==> config.mk <==
export PLATFORM = sky130hd
export DESIGN_NAME = cabac_bin_sched
export DESIGN_NICKNAME = d
export VERILOG_FILES = /design/src/rtl/cabac_bin_sched_pkg.sv /design/src/rtl/cabac_terminate_decode_bin.sv /design/src/rtl/cabac_bin_sched.sv
export SDC_FILE = /design/constraint.sdc
export NUM_CORES = 1
export LEC_CHECK = 0
export ABC_AREA = 1
export CORE_MARGIN = 5
export CORE_UTILIZATION = 55
export DETAILED_ROUTE_END_ITERATION = 12
export GPL_TIMING_DRIVEN = 0
export PLACE_DENSITY_LB_ADDON = 0.25
export SYNTH_ARGS = -nofsm -noshare
export SYNTH_HDL_FRONTEND = slang
export SYNTH_SLANG_ARGS = --single-unit
==> constraint.sdc <==
create_clock -name clk -period 7.2 [get_ports clk]
set_input_delay 1.44 -clock clk [delete_from_list [all_inputs] [get_ports clk]]
set_output_delay 1.44 -clock clk [all_outputs]
set_load 0.1 [all_outputs]
==> src/rtl/cabac_bin_sched_pkg.sv <==
// rtl/cabac_bin_sched_pkg.sv - shared encodings and constants for the CABAC bin scheduler
package cabac_bin_sched_pkg;

  typedef enum logic [1:0] {
    ST_IDLE = 2'd0,
    ST_INIT = 2'd1,
    ST_RUN  = 2'd2,
    ST_END  = 2'd3
  } state_e;

  localparam logic       REQ_BYPASS = 1'b0;
  localparam logic       REQ_TERM   = 1'b1;
  localparam logic [8:0] INIT_RANGE = 9'd510;
  localparam logic [4:0] INIT_BITS  = 5'd9;

endpackage

==> src/rtl/cabac_terminate_decode_bin.sv <==
// rtl/cabac_terminate_decode_bin.sv - combinational terminate-bin arithmetic with one-step renormalisation
module cabac_terminate_decode_bin (
  input  logic [8:0] range_i,
  input  logic [8:0] offset_i,
  input  logic       bit_i,
  output logic       bin_o,
  output logic [8:0] range_o,
  output logic [8:0] offset_o,
  output logic       len_o
);

  logic [8:0] r2;
  assign r2 = range_i - 9'd2;

  always_comb begin
    bin_o    = 1'b0;
    range_o  = r2;
    offset_o = offset_i;
    len_o    = 1'b0;
    if (offset_i >= r2) begin
      bin_o = 1'b1;
    end else if (r2[8:7] == 2'b01) begin
      // range fell below 256: one renormalisation step pulls in a bitstream bit
      range_o  = {r2[7:0], 1'b0};
      offset_o = {offset_i[7:0], bit_i};
      len_o    = 1'b1;
    end
  end

endmodule

==> src/rtl/cabac_bin_sched.sv <==
// rtl/cabac_bin_sched.sv - CABAC bypass/terminate bin scheduler with byte-fed bit buffer
// Optional CABAC_BIN_COUNT_EN adds a 32-bit count of delivered bins on o_bin_count.
module cabac_bin_sched
  import cabac_bin_sched_pkg::*;
#(
  parameter int unsigned BUF_W = 16
) (
  input  logic        clk,
  input  logic        rst_n,
  input  logic        i_start_init,
  input  logic [7:0]  i_byte,
  input  logic        i_byte_valid,
  output logic        o_byte_ready,
  input  logic        i_req,
  input  logic        i_req_type,
  output logic        o_req_ready,
  output logic        o_bin_valid,
  output logic        o_bin,
  output logic [8:0]  o_ivlCurrRange,
  output logic [8:0]  o_ivlOffset,
  output logic        o_done
`ifdef CABAC_BIN_COUNT_EN
  ,
  output logic [31:0] o_bin_count
`endif
);

  state_e           state_q, state_d;
  logic [BUF_W-1:0] buf_q, buf_d, buf_pop;
  logic [4:0]       cnt_q, cnt_d, cnt_pop;
  logic [8:0]       range_q, range_d, offset_q, offset_d;
  logic             bin_valid_q, bin_valid_d, bin_q, bin_d;
  logic             req_acc, byte_acc, init_load;
  logic [3:0]       pop;
  logic [8:0]       byp_t;
  logic             next_bit;
  logic             term_bin, term_len;
  logic [8:0]       term_range, term_offset;

  assign next_bit  = buf_q[BUF_W-1];
  assign req_acc   = i_req & o_req_ready & ~i_start_init;
  assign byte_acc  = i_byte_valid & o_byte_ready & ~i_start_init;
  assign init_load = (state_q == ST_INIT) && (cnt_q >= INIT_BITS) && !i_start_init;
  assign byp_t     = {offset_q[7:0], next_bit};

  cabac_terminate_decode_bin u_term (
    .range_i  (range_q),
    .offset_i (offset_q),
    .bit_i    (next_bit),
    .bin_o    (term_bin),
    .range_o  (term_range),
    .offset_o (term_offset),
    .len_o    (term_len)
  );

  always_ff @(posedge clk or negedge rst_n) begin
    if (!rst_n) state_q <= ST_IDLE;
    else        state_q <= state_d;
  end

  always_comb begin
    state_d = state_q;
    if (i_start_init) begin
      state_d = ST_INIT;
    end else begin
      case (state_q)
        ST_INIT: if (cnt_q >= INIT_BITS) state_d = ST_RUN;
        ST_RUN:  if (req_acc && (i_req_type == REQ_TERM) && term_bin) state_d = ST_END;
        default: state_d = state_q;
      endcase
    end
  end

  // ready flags look only at registered state and count, never at the requests
  always_comb begin
    o_byte_ready = ((state_q == ST_INIT) || (state_q == ST_RUN)) && (cnt_q <= 5'd8);
    o_req_ready  = (state_q == ST_RUN) && (cnt_q != 5'd0);
    o_done       = (state_q == ST_END);
  end

  always_comb begin
    pop         = 4'd0;
    range_d     = range_q;
    offset_d    = offset_q;
    bin_valid_d = 1'b0;
    bin_d       = bin_q;
    if (init_load) begin
      pop      = 4'd9;
      range_d  = INIT_RANGE;
      offset_d = buf_q[BUF_W-1 -: 9];
    end else if (req_acc) begin
      bin_valid_d = 1'b1;
      if (i_req_type == REQ_BYPASS) begin
        pop = 4'd1;
        if (byp_t >= range_q) begin
          bin_d    = 1'b1;
          offset_d = byp_t - range_q;
        end else begin
          bin_d    = 1'b0;
          offset_d = byp_t;
        end
      end else begin
        pop      = {3'b000, term_len};
        bin_d    = term_bin;
        range_d  = term_range;
        offset_d = term_offset;
      end
    end

    // pop first, then append the byte right behind the surviving bits
    cnt_pop = cnt_q - {1'b0, pop};
    buf_pop = buf_q << pop;
    buf_d   = buf_pop;
    cnt_d   = cnt_pop;
    if (byte_acc) begin
      buf_d = buf_pop | ({i_byte, {(BUF_W-8){1'b0}}} >> cnt_pop);
      cnt_d = cnt_pop + 5'd8;
    end
    if (i_start_init) begin
      buf_d       = '0;
      cnt_d       = '0;
      bin_valid_d = 1'b0;
    end
  end

  always_ff @(posedge clk or negedge rst_n) begin
    if (!rst_n) begin
      buf_q       <= '0;
      cnt_q       <= '0;
      range_q     <= '0;
      offset_q    <= '0;
      bin_valid_q <= 1'b0;
      bin_q       <= 1'b0;
    end else begin
      buf_q       <= buf_d;
      cnt_q       <= cnt_d;
      range_q     <= range_d;
      offset_q    <= offset_d;
      bin_valid_q <= bin_valid_d;
      bin_q       <= bin_d;
    end
  end

  assign o_bin_valid    = bin_valid_q;
  assign o_bin          = bin_q;
  assign o_ivlCurrRange = range_q;
  assign o_ivlOffset    = offset_q;

`ifdef CABAC_BIN_COUNT_EN
  logic [31:0] bin_count_q;
  always_ff @(posedge clk or negedge rst_n) begin
    if (!rst_n)            bin_count_q <= '0;
    else if (i_start_init) bin_count_q <= '0;
    else if (bin_valid_d)  bin_count_q <= bin_count_q + 32'd1;
  end
  assign o_bin_count = bin_count_q;
`endif

endmodule

# Word level (Yosys, flattened, before mapping)
# Index checks and enable logic that the tools add are counted.
# word_totals
inputBits	14
output_inout_bits	23
ff_bits	43
# op_classes
n_shift	2
n_reduce_logical	16
n_eq_ne	8
muxes	30
n_bitwise	7
order_cmp	4
n_addsub	4
# op_table
op	n
$mux W9	11
$mux W16	2
$ge A9 B9 Y1	2
$or A16 B16 Y16	1
$shl A16 B4 Y16	1
$shr A16 B5 Y16	1
$mux W1	10
$mux W5	2
$ne A3 B3 Y1 const B	3
$sub A9 B2 Y9 const B	1
$sub A9 B9 Y9	1
$logic_and A1 B1 Y1	6
$mux W2	3
$reduce_and A3 Y1	2
$add A5 B4 Y5 const B	1
$ge A5 B4 Y1 const B	1
$le A5 B4 Y1 const B	1
$reduce_bool A5 Y1	1
$sub A5 B4 Y5	1
$and A1 B1 Y1	4
$eq A2 B1 Y1 const B	2
$eq A2 B2 Y1 const B	2
$mux W4	1
$pmux W2 S2	1
other kinds (7)	10

# Depth between registers and ports, before layout
# Gate-level depths: netlist of the first run.
# logic_depth
depth_word	12
depth_mapped	28
mapped_depth_nobuf	26

# Cells and area by module
# From an unflattened synthesis of the first run, not the netlist that was laid out.
# hier_totals
cells_unflattened	736
hier_area_um2	4431.8
# by_module_without_submodules
module	cells_per_inst	instances	seq_area_each_um2	area_per_inst_um2
cabac_bin_sched	559	1	1076.0	3539.6
cabac_terminate_decode_bin	177	1	0.0	892.1

# Worst setup path before layout of the first run
# OpenSTA, ideal clock, no wires.
# synth_timing
path_kind	register to register
start	register range_q[1] (netlist: o_ivlCurrRange[1])
end	register buf_q[12]
setup_time_ps	113
synth_period_minus_slack_ps	4212
path_slack_ps	2988
arrival_time_ps	4099
path_stages_with_launch	27
path_cell_list	dfrtp_1 > inv_1 > ha_1 > nand3_1 > nand2_1 > nand2_2 > inv_1 > ha_1 > nand2_1 > nor2_1 > nand2_1 > nand3_1 > nand2_4 > nand3_4 > inv_1 > ha_1 > clkbuf_1 > buf_2 > nand2_1 > o21ai_0 > nor2_1 > a21oi_1 > nor2_1 > nand2_1 > nand3_1 > nand2_1 > inv_1
# synth_via
elab_chain_cells	12
elab_cells_between_ends	14
# synth_lines
item	line_no	rtl
start: declaration	cabac_bin_sched.sv:31	logic [8:0] range_q, range_d, offset_q, offset_d;
start signal: assignment	cabac_bin_sched.sv:137	range_q <= range_d;
$sub A9 B2 Y9 (*)	cabac_terminate_decode_bin.sv:13	assign r2 = range_i - 9'd2;
parallel branches: the longest is 2 deep, another holds $ge A9 B9 Y1	n/a	
$mux W1 (*)	cabac_terminate_decode_bin.sv:20	if (offset_i >= r2) begin
$mux W1 (*)	cabac_bin_sched.sv:93	if (i_req_type == REQ_BYPASS) begin
$mux W1 (*)	cabac_bin_sched.sv:91	end else if (req_acc) begin
$mux W4 (*)	cabac_bin_sched.sv:87	if (init_load) begin
$sub A5 B4 Y5	cabac_bin_sched.sv:111	cnt_pop = cnt_q - {1'b0, pop};
$shr A16 B5 Y16	cabac_bin_sched.sv:116	buf_d = buf_pop | ({i_byte, {(BUF_W-8){1'b0}}} >> cnt_pop);
$or A16 B16 Y16	cabac_bin_sched.sv:116	
$mux W16 (*)	cabac_bin_sched.sv:115	if (byte_acc) begin
$mux W16 (*)	cabac_bin_sched.sv:119	if (i_start_init) begin
net buf_d[12]	cabac_bin_sched.sv:29	logic [BUF_W-1:0] buf_q, buf_d, buf_pop;
end signal: assignment	cabac_bin_sched.sv:135	buf_q <= buf_d;
end: declaration	cabac_bin_sched.sv:29	
# Mark *: on every way through the listed nets, which the timed path passes.
# A chain may end at the register's enable or synchronous reset.

# Final worst setup path of the first run
# layout_timing
start	input i_start_init
end	register buf_q[8]
# layout_via
elab_chain_cells	9
elab_cells_between_ends	13
# layout_lines
item	line_no	rtl
start: declaration	cabac_bin_sched.sv:10	input logic i_start_init,
$not A1 Y1	cabac_bin_sched.sv:41, cabac_bin_sched.sv:42	
$and A1 B1 Y1	cabac_bin_sched.sv:41	assign req_acc = i_req & o_req_ready & ~i_start_init;
$mux W1	cabac_bin_sched.sv:91	
$mux W4	cabac_bin_sched.sv:87	
$sub A5 B4 Y5	cabac_bin_sched.sv:111	
$shr A16 B5 Y16	cabac_bin_sched.sv:116	
$or A16 B16 Y16	cabac_bin_sched.sv:116	
$mux W16	cabac_bin_sched.sv:115	
$mux W16 (*)	cabac_bin_sched.sv:119	
net buf_d[8]	cabac_bin_sched.sv:29	
# The timed path passes the listed nets; every way through them passes the cells marked *.

==> impl_metrics.tcl, run 1 <==
set metrics [dict create \
    fin_util 0.654 \
    coreArea_um2 6390 \
    yosys_register_bits 42 \
    portBuffers 35 \
    grt_usage 0.228 \
    setup_viol 0 \
    mostFrequentLayoutCell "nand2_1" \
    layout_common_cells "nand2_1, inv_1, nand3_1" \
    antennaDiodeCount 0 \
    cts.repair.resized 0 \
    synthCells 545 \
    layout.nets 627 \
    synthFlopType "dfrtp_1" \
    crit_path_max_fanout 10 \
    grt_max_degree 41 \
    synth_cell_types 41 \
    seqCellArea_um2 1050 \
    fp-row-count 29 \
    dieArea_um2 8300 \
    holdPathStages 2 \
    hold_viol_final 0 \
    cellPowerDensity_nw_per_um2 386 \
    avgSynthCellArea_um2 6.64 \
    cts_buffers 5 \
    cts.sinks 42 \
    worstSkewPairLatency_ps 290 \
    synth_area_um2 3620 \
    htreeDepth 2 \
    grt_pass1_vias 3478 \
    wl_per_cell_um 14.0 \
    wl_met3_um 524 \
    clock-root-buffer "clkbuf_8" \
    ir_worst_vdd_v 0.000384 \
    ioPinCount 37 \
    ctsHoldBuffers 0 \
    cts_setup_buffers 0 \
    ys_seq_area_frac 0.290 \
    gp_congestion 0.912 \
    worst_setup_path_start_kind "input pin" \
    worst_slew_pin_slew_ps 976 \
    highest_layer "met4" \
    cp_data_arrival_time_ps 4630 \
    drc 0 \
    maxCapViolCount 0 \
    cp.required_ps 7410 \
    critical_path_class "input pin to flop" \
    hp-class "flop to flop" \
    die_h_um 91.1 \
    fin_skew_ps 6.62 \
    grt_pass1_wl_um 16000 \
    yosysWarnings 0 \
    clk_path_buf_depth 2 \
    place_hpwl_um 7440 \
    drive_gt1_frac 0.0797 \
    vias 3672 \
    cts_tree "done" \
    met2_length_um 4560 \
    max_slew_margin 0.347 \
    reg2reg_depth 25 \
    synth-async-reset-ratio 1.00 \
    power_mw 1.61 \
    dr.pass1.iters 5 \
    drt-initial-drc-count 189 \
    start_util 0.567 \
    clkTransAtPathRegs_ps 80 \
    area_delta_synth_final_pct 15.4 \
    max_freq_mhz 226 \
    grt_antenna_before_repair 0 \
    synth_edf_count 0 \
    p_leak_nw 2.24 \
    postRouteAntennaNets 0 \
    outcome "finished clean" \
    grt-ovfl-total 0 \
    slew_violations 0 \
    met1_length_um 4080 \
    tns_ps 0 \
    timing.final.crit_share 0.613 \
    nFillCells 605 \
    drt_wl_total_um 9320 \
    fin_crit_ps 4420 \
    multi_input_comb_area_um2 2140 \
    end_kind "flop" \
    dieWidth_um 91.1 \
    via_per_inst 5.51 \
    grt_setup_unrepaired "no" \
]
-- per-layer routing --
metal	vias to the layer above	GRT usage
met5	-	0
met4	0	0.0562
met3	14	0.0347
met2	107	0.397
met1	1689	0.297
li1	1862	-
-- power breakdown --
group / leakage (nW) / internal, mW / switching [mW]
Sequential: 0.549 / 0.300 / 0.0780
Clock: 0.0482 / 0.0775 / 0.0824
Combinational: 1.65 / 0.301 / 0.773
Total: 2.24 / 0.679 / 0.933
-- per-stage QoR --
stage	hold slack [ps]	std cells	instance area, um^2	setup slack, ps
3_5_place_dp	519	659	4090	2530
4_1_cts	540	667	4180	2820
5_1_grt	564	667	4180	2430
2_1_floorplan	503	546	3620	2990
6_report	544	667	4180	2780
3_3_place_gp	527	658	4070	2590
-- synth_stat cells (all sizes together) (5+ instances only) --
cell,instances,share of area
a21oi,37,0.051
buf,15,0.026
dfrtp,42,0.29
ha,23,0.080
inv,85,0.088
nand2,150,0.16
nand3,51,0.077
nand4,19,0.035
nor2,44,0.050
nor3,5,0.0097
o211ai,8,0.017
o21ai,33,0.046
xor2,10,0.026
-- sequential cells by signal (all words and copies together), names as in the netlist --
name	count
cnt_q	5
buf_q	16
o_ivlOffset	9
o_ivlCurrRange	8
o_bin	1
o_bin_valid	1
state_q	2
-- cell families after synthesis --
family          after synthesis  share of synthesized area
compound gates               91                      0.139
xor+xnor                     10                     0.0263
fa+ha+maj                    24                     0.0850
buf+inv                     105                      0.119
flops                        42                      0.290
mux                           1                    0.00311
other cells                   1                    0.00104
simple gates                271                      0.336
-- final timing paths --
check | to | from | slack (ps)
max | buf_q[8]$_DFF_PN0_ | i_start_init | 2780
min | o_ivlOffset[8]$_DFFE_PN0P_ | o_ivlOffset[8]$_DFFE_PN0P_ | 540
max reg2reg | buf_q[8]$_DFF_PN0_ | o_ivlCurrRange[1]$_DFFE_PN0P_ | 2880
min reg2reg | o_ivlOffset[8]$_DFFE_PN0P_ | o_ivlOffset[8]$_DFFE_PN0P_ | 540
max in group asynchronous | buf_q[4]$_DFF_PN0_ | rst_n | 5850
min in group asynchronous | o_ivlCurrRange[5]$_DFFE_PN0P_ | rst_n | 940
-- worst max-delay path, stage by stage --
cell,delay (ps)
clkdlybuf4s50_1,550
nor2_2,200
nand3_2,190
nand2_1,290
nand3_4,170
inv_1,170
ha_1,250
clkbuf_1,170
buf_2,220
nand2_1,70
o21ai_0,110
nor2_1,130
a21oi_1,60
o21ai_0,320
nand2_1,90
a21oi_1,180
-- area by class of cell --
type / instances / share of cell area
inverter: 86 / 0.0773
timing repair buffer: 36 / 0.0875
buffer: 19 / 0.0261
sequential: 42 / 0.252
tap: 77 / 0.0231
multi-input combinational: 399 / 0.513
clock inverter: 1 / 0.00120
clock buffer: 7 / 0.0207
No activity file was read; power rests on OpenSTA's default activity.
==> run 2, diff against run 1 <==
Clock period 7.2 ns to 4.2 ns, I/O delays scaled along.
==> run 2 against run 1 <==
  * Routed wire length grew 2.7%
  * Sequential cell count is the same
  * Critical endpoint is now buf_q[7]$_DFF_PN0_
  * Core utilization grew 1.0 points
  * Non-clock buffer count grew 1
  * Sequential share of layout area shrank 0.36 points
  * Critical path depth grew 7
  * Register-to-register slack lost 2600 ps
  * Sequential power grew 73%
  * Clock skew grew 3.2 ps
  * Setup slack lost 2500 ps
  * Global-route usage shrank 0.18 points
==> impl_metrics.tcl, run 2 (same netlist as run 1, synthesis figures left out) <==
set metrics [dict create \
    critical_path_class "flop to flop" \
    wl_per_cell_um 14.3 \
    max_slew_margin 0.349 \
    drive_gt1_frac 0.105 \
    p_clk_frac 0.096 \
    grt_antenna_before_repair 0 \
    cellPowerDensity_nw_per_um2 660 \
    timing.hold.ws_ps 362 \
    path_buf_inv 6 \
    place_ws_ps -32.9 \
    clkTransAtPathRegs_ps 90 \
    grt_pass1_vias 3489 \
    die_h_um 91.1 \
    worst_setup_path_start_kind "flop" \
    hp-class "input pin to asynchronous set/reset pin" \
    htreeDepth 2 \
    layout.nets 629 \
    setup_slack_ps 301 \
    maxCapViolCount 0 \
    dieArea_um2 8300 \
    ioPinCount 37 \
    gp_congestion 0.954 \
    via_per_inst 5.48 \
    end_kind "flop" \
    postRouteAntennaNets 0 \
    antennaDiodeCount 0 \
    timing.final.crit_share 0.928 \
    placed_cells 659 \
    setup_viol 0 \
    fin_crit_ps 3900 \
    dieWidth_um 91.1 \
    cts_buffers 5 \
    drt-initial-drc-count 152 \
    crit_family "simple AND/OR/NAND/NOR gates" \
    vias 3668 \
    cts.sinks 42 \
    fp-row-count 29 \
    crit_path_max_fanout 10 \
    max_freq_mhz 256 \
    dr.pass1.iters 5 \
    worstSkewPairLatency_ps 300 \
    coreArea_um2 6390 \
    ctsHoldBuffers 0 \
    worst_slew_pin_slew_ps 973 \
    grt_pass1_wl_um 15600 \
    area_delta_synth_final_pct 17.2 \
    power_mw 2.80 \
    internal_power_mw 1.17 \
    largest_reg_flops 16 \
    cp_data_arrival_time_ps 4070 \
    crit_chain "inv_2, ha_1, inv_1, nor2_2, nand4_1, nand2_2, inv_1, ha_1, nand2_1, a21oi_1, nor2_1, nand3_2, nand2_4, nand3_4, inv_2, ha_1, nand3_1, xor2_4, inv_2, buf_2, o21ai_0, o221ai_1, a21oi_1" \
    fin_cells 669 \
    p_comb_frac 0.671 \
    p_leak_nw 2.26 \
    grt_max_degree 37 \
    seqPwrFrac 0.233 \
    hold_viol_final 0 \
    start_util 0.567 \
    fin_skew_ps 9.86 \
    cp.required_ps 4370 \
    netSwitchingFraction 0.583 \
    drc 0 \
    portBuffers 35 \
    slew_violations 0 \
    cts_tree "done" \
    grt-ovfl-total 0 \
    layout_common_cells "nand2_1, inv_1, nand3_1" \
    clk_path_buf_depth 2 \
    ir_worst_vdd_v 0.000609 \
    cpPeakStageDelay_ps 480 \
    clock-root-buffer "clkbuf_8" \
    place_hpwl_um 7500 \
    slowest_stage "dfrtp_2" \
    outcome "finished clean" \
    drt_wl_total_um 9570 \
    p_sw_mw 1.63 \
    regMostFlops "buf_q" \
    mostFrequentLayoutCell "nand2_1" \
    grt_usage 0.227 \
]
## run 2: repair_timing
action,4_1_cts,5_1_grt
endpoints found under the setup margin,11,16
buffers inserted,0,2
pin swaps,0,2
cloned,0,1
resized for setup,1,15
## run 2: cell type report
| cell class | instances | area (um^2) |
|---|---|---|
| Multi-Input combinational cell | 400 | 2190 |
| Fill cell | 575 | 2140 |
| Sequential cell | 42 | 1050 |
| Timing Repair Buffer | 38 | 380 |
| Inverter | 86 | 323 |
| Buffer | 18 | 108 |
| Tap cell | 77 | 96.3 |
| Clock buffer | 5 | 68.8 |
| Clock inverter | 3 | 21.3 |
## run 2: path summary, 6_finish.rpt
path	start	end	slack [ps]	cells past startpoint
max	o_ivlCurrRange[1]$_DFFE_PN0P_	buf_q[7]$_DFF_PN0_	300	23
min	rst_n	o_ivlCurrRange[2]$_DFFE_PN0P_	360	1
max reg2reg	o_ivlCurrRange[1]$_DFFE_PN0P_	buf_q[7]$_DFF_PN0_	300	23
min reg2reg	o_ivlOffset[8]$_DFFE_PN0P_	o_ivlOffset[8]$_DFFE_PN0P_	560	2
max in group asynchronous	rst_n	o_ivlOffset[6]$_DFFE_PN0P_	3380	2
min in group clk	o_ivlOffset[8]$_DFFE_PN0P_	o_ivlOffset[8]$_DFFE_PN0P_	560	2
## run 2: layer usage
| layer | track usage | wire (um) | up-vias |
|---|---|---|---|
| met2 | 0.416 | 4890 | 84 |
| met1 | 0.274 | 4140 | 1698 |
| met3 | 0.0314 | 386 | 14 |
| li1 | - | - | 1872 |
| met5 | 0 | 0 | - |
| met4 | 0.0648 | 159 | 0 |
## run 2: worst reg2reg max path: stages (launching register included)
cell	delay (ps)
dfrtp_2	480
inv_2	160
ha_1	230
inv_1	60
nor2_2	120
nand4_1	110
nand2_2	120
inv_1	60
ha_1	260
nand2_1	80
a21oi_1	40
nor2_1	110
nand3_2	150
nand2_4	140
nand3_4	140
inv_2	140
ha_1	220
nand3_1	210
xor2_4	250
inv_2	80
buf_2	190
o21ai_0	110
o221ai_1	200
a21oi_1	100
## run 2: stage by stage
stage | area, um^2 | utilization | setup TNS (ps)
4_1_cts | 4180 | 0.654 | 0
6_report | 4240 | 0.664 | 0
5_1_grt | 4240 | 0.664 | -26.0
3_3_place_gp | 4070 | 0.638 | 0
2_1_floorplan | 3620 | - | 0
3_5_place_dp | 4090 | 0.640 | -145
## run 2: power by group through the flow
stage / Clock, mW / Combinational [mW] / Sequential, mW
detailed placement: 0 / 1.82 / 0.662
global placement: 0 / 1.80 / 0.658
CTS: 0.279 / 1.83 / 0.654
global route: 0.297 / 2.03 / 0.670
finish: 0.269 / 1.88 / 0.653
floorplan: 0 / 0.951 / 1.09
==> variant, RTL diff (flow settings as in run 2) <==
Set the parameter `BUF_W` to 32 (it was 16).
--- a/src/rtl/cabac_bin_sched.sv
+++ b/src/rtl/cabac_bin_sched.sv
@@ -4,5 +4,5 @@
   import cabac_bin_sched_pkg::*;
 #(
-  parameter int unsigned BUF_W = 16
+  parameter int unsigned BUF_W = 32
 ) (
   input  logic        clk,
Function: no difference found for any inputs over 10 cycles, from zero or initial values and one cycle with rst_n low; that may be too few to reach the edited logic, so the function may still have changed.
==> variant against run 2 <==
First-iteration DRC count grew to 2.9 times the old value; setup slack lost 80 ps; count of clock-buffer cells in the layout grew 6; routed wire length grew 52%; highest routed layer unchanged; synthesized area grew 33%; design area grew 32%; total power grew 24%; sequential cell count grew 16; fmax shrank 2.0%.
==> variant: results (changes against run 2) <==
run status - finished, final reports clean
Seq cells - 58 (+38%)
top cells by area, synth - dfrtp_1 30%, nand2_1 15%, nand3_1 11%
worst slack, placed - -541 ps (-509 ps)
post-synthesis adder-cell area fraction - 6.38% (-2.1 points)
buffers outside the clock class - 77 (+38%)
H-tree depth - 3 (+1)
Clock Skews - 15.3 ps (+5.43 ps)
R2R cell count - 25 (+8.7%)
Multi-In Gates - 532 (+33%)
clkbuf count - 11 (+6)
invs w/o clock - 109 (+27%)
Data buffer area share - 10.5% (-1.0 points)
Port-buffer cells - 34 (-2.9%)
Leak - 2.99 nW (+32%)
vias in the first global route - 4,898 (+40%)
placed instance count - 880 (+34%)
Layout Nets - 825 (+31%)
top post-synthesis cells by count - 199 x nand2_1, 103 x inv_1, 102 x nand3_1
critical path endpoint - buf_q[22]
multi-input combinational area share - 50.2% (-1.5 points)
metal3 WL - 923 um (+140%)
clk_lat worst skew - 360 ps (+60 ps)
Via-to-Cell Ratio - 5.67 (+3.5%)
Max VDD drop - 0.538 mV (-12%)
slowest cell delay on critical path - 430 ps (-50 ps)
DP Area - 0.00532 sq mm (+30%)
total CTS buffers - 9 (+4)
Mapped Avg Cell Area - 6.55 sq um (-1.3%)
routed length per instance - 16.1 um (+13%)
Detailed Place HPWL - 11.0 mm (+47%)
first-pass GRT wire length - 23.7 mm (+51%)
largest net degree at the start of global routing - 32 (-14%)
layout cells sized above 1 - 11.4% (+0.89 points)
Power Internal - 1.60 mW (+37%)
GRT Util Overall - 26.8% (+4.2 points)
Tcrit/Tclk final - 94.7% (+1.9 points)
post_cts resized - 8 (+7)
## variant: cell count changes after synthesis, moves of 3 or more
cell,before,now
nor2_1,39,27
nand4_1,18,40
inv_1,77,103
xnor2_1,0,3
dfrtp_1,42,58
o21ai_0,25,58
buf_2,9,25
nand2_1,146,199
nor3_1,3,0
a21oi_1,37,33
nand3_1,48,102
o22ai_1,4,0
buf_1,2,5
## variant: power by group through the flow
stage,logic (mW),clock network [mW],registers [mW]
CTS,2.07,0.552,0.792
finish,2.14,0.548,0.793
detailed placement,2.05,0,0.803
floorplan,1.17,0,1.19
global placement,2.01,0,0.795
global route,2.33,0.577,0.811
## variant: kinds of logic (layout without fill, tap and decap cells)
logic type | count (synthesis) | count (layout)
adders and majority gates | 24 | 24
xor gates and xnor gates | 12 | 12
and+or+nand+nor | 383 | 383
DFF | 58 | 58
buffers and inverters | 147 | 202
other | 1 | 2
AOI/OAI and AO/OA | 111 | 111
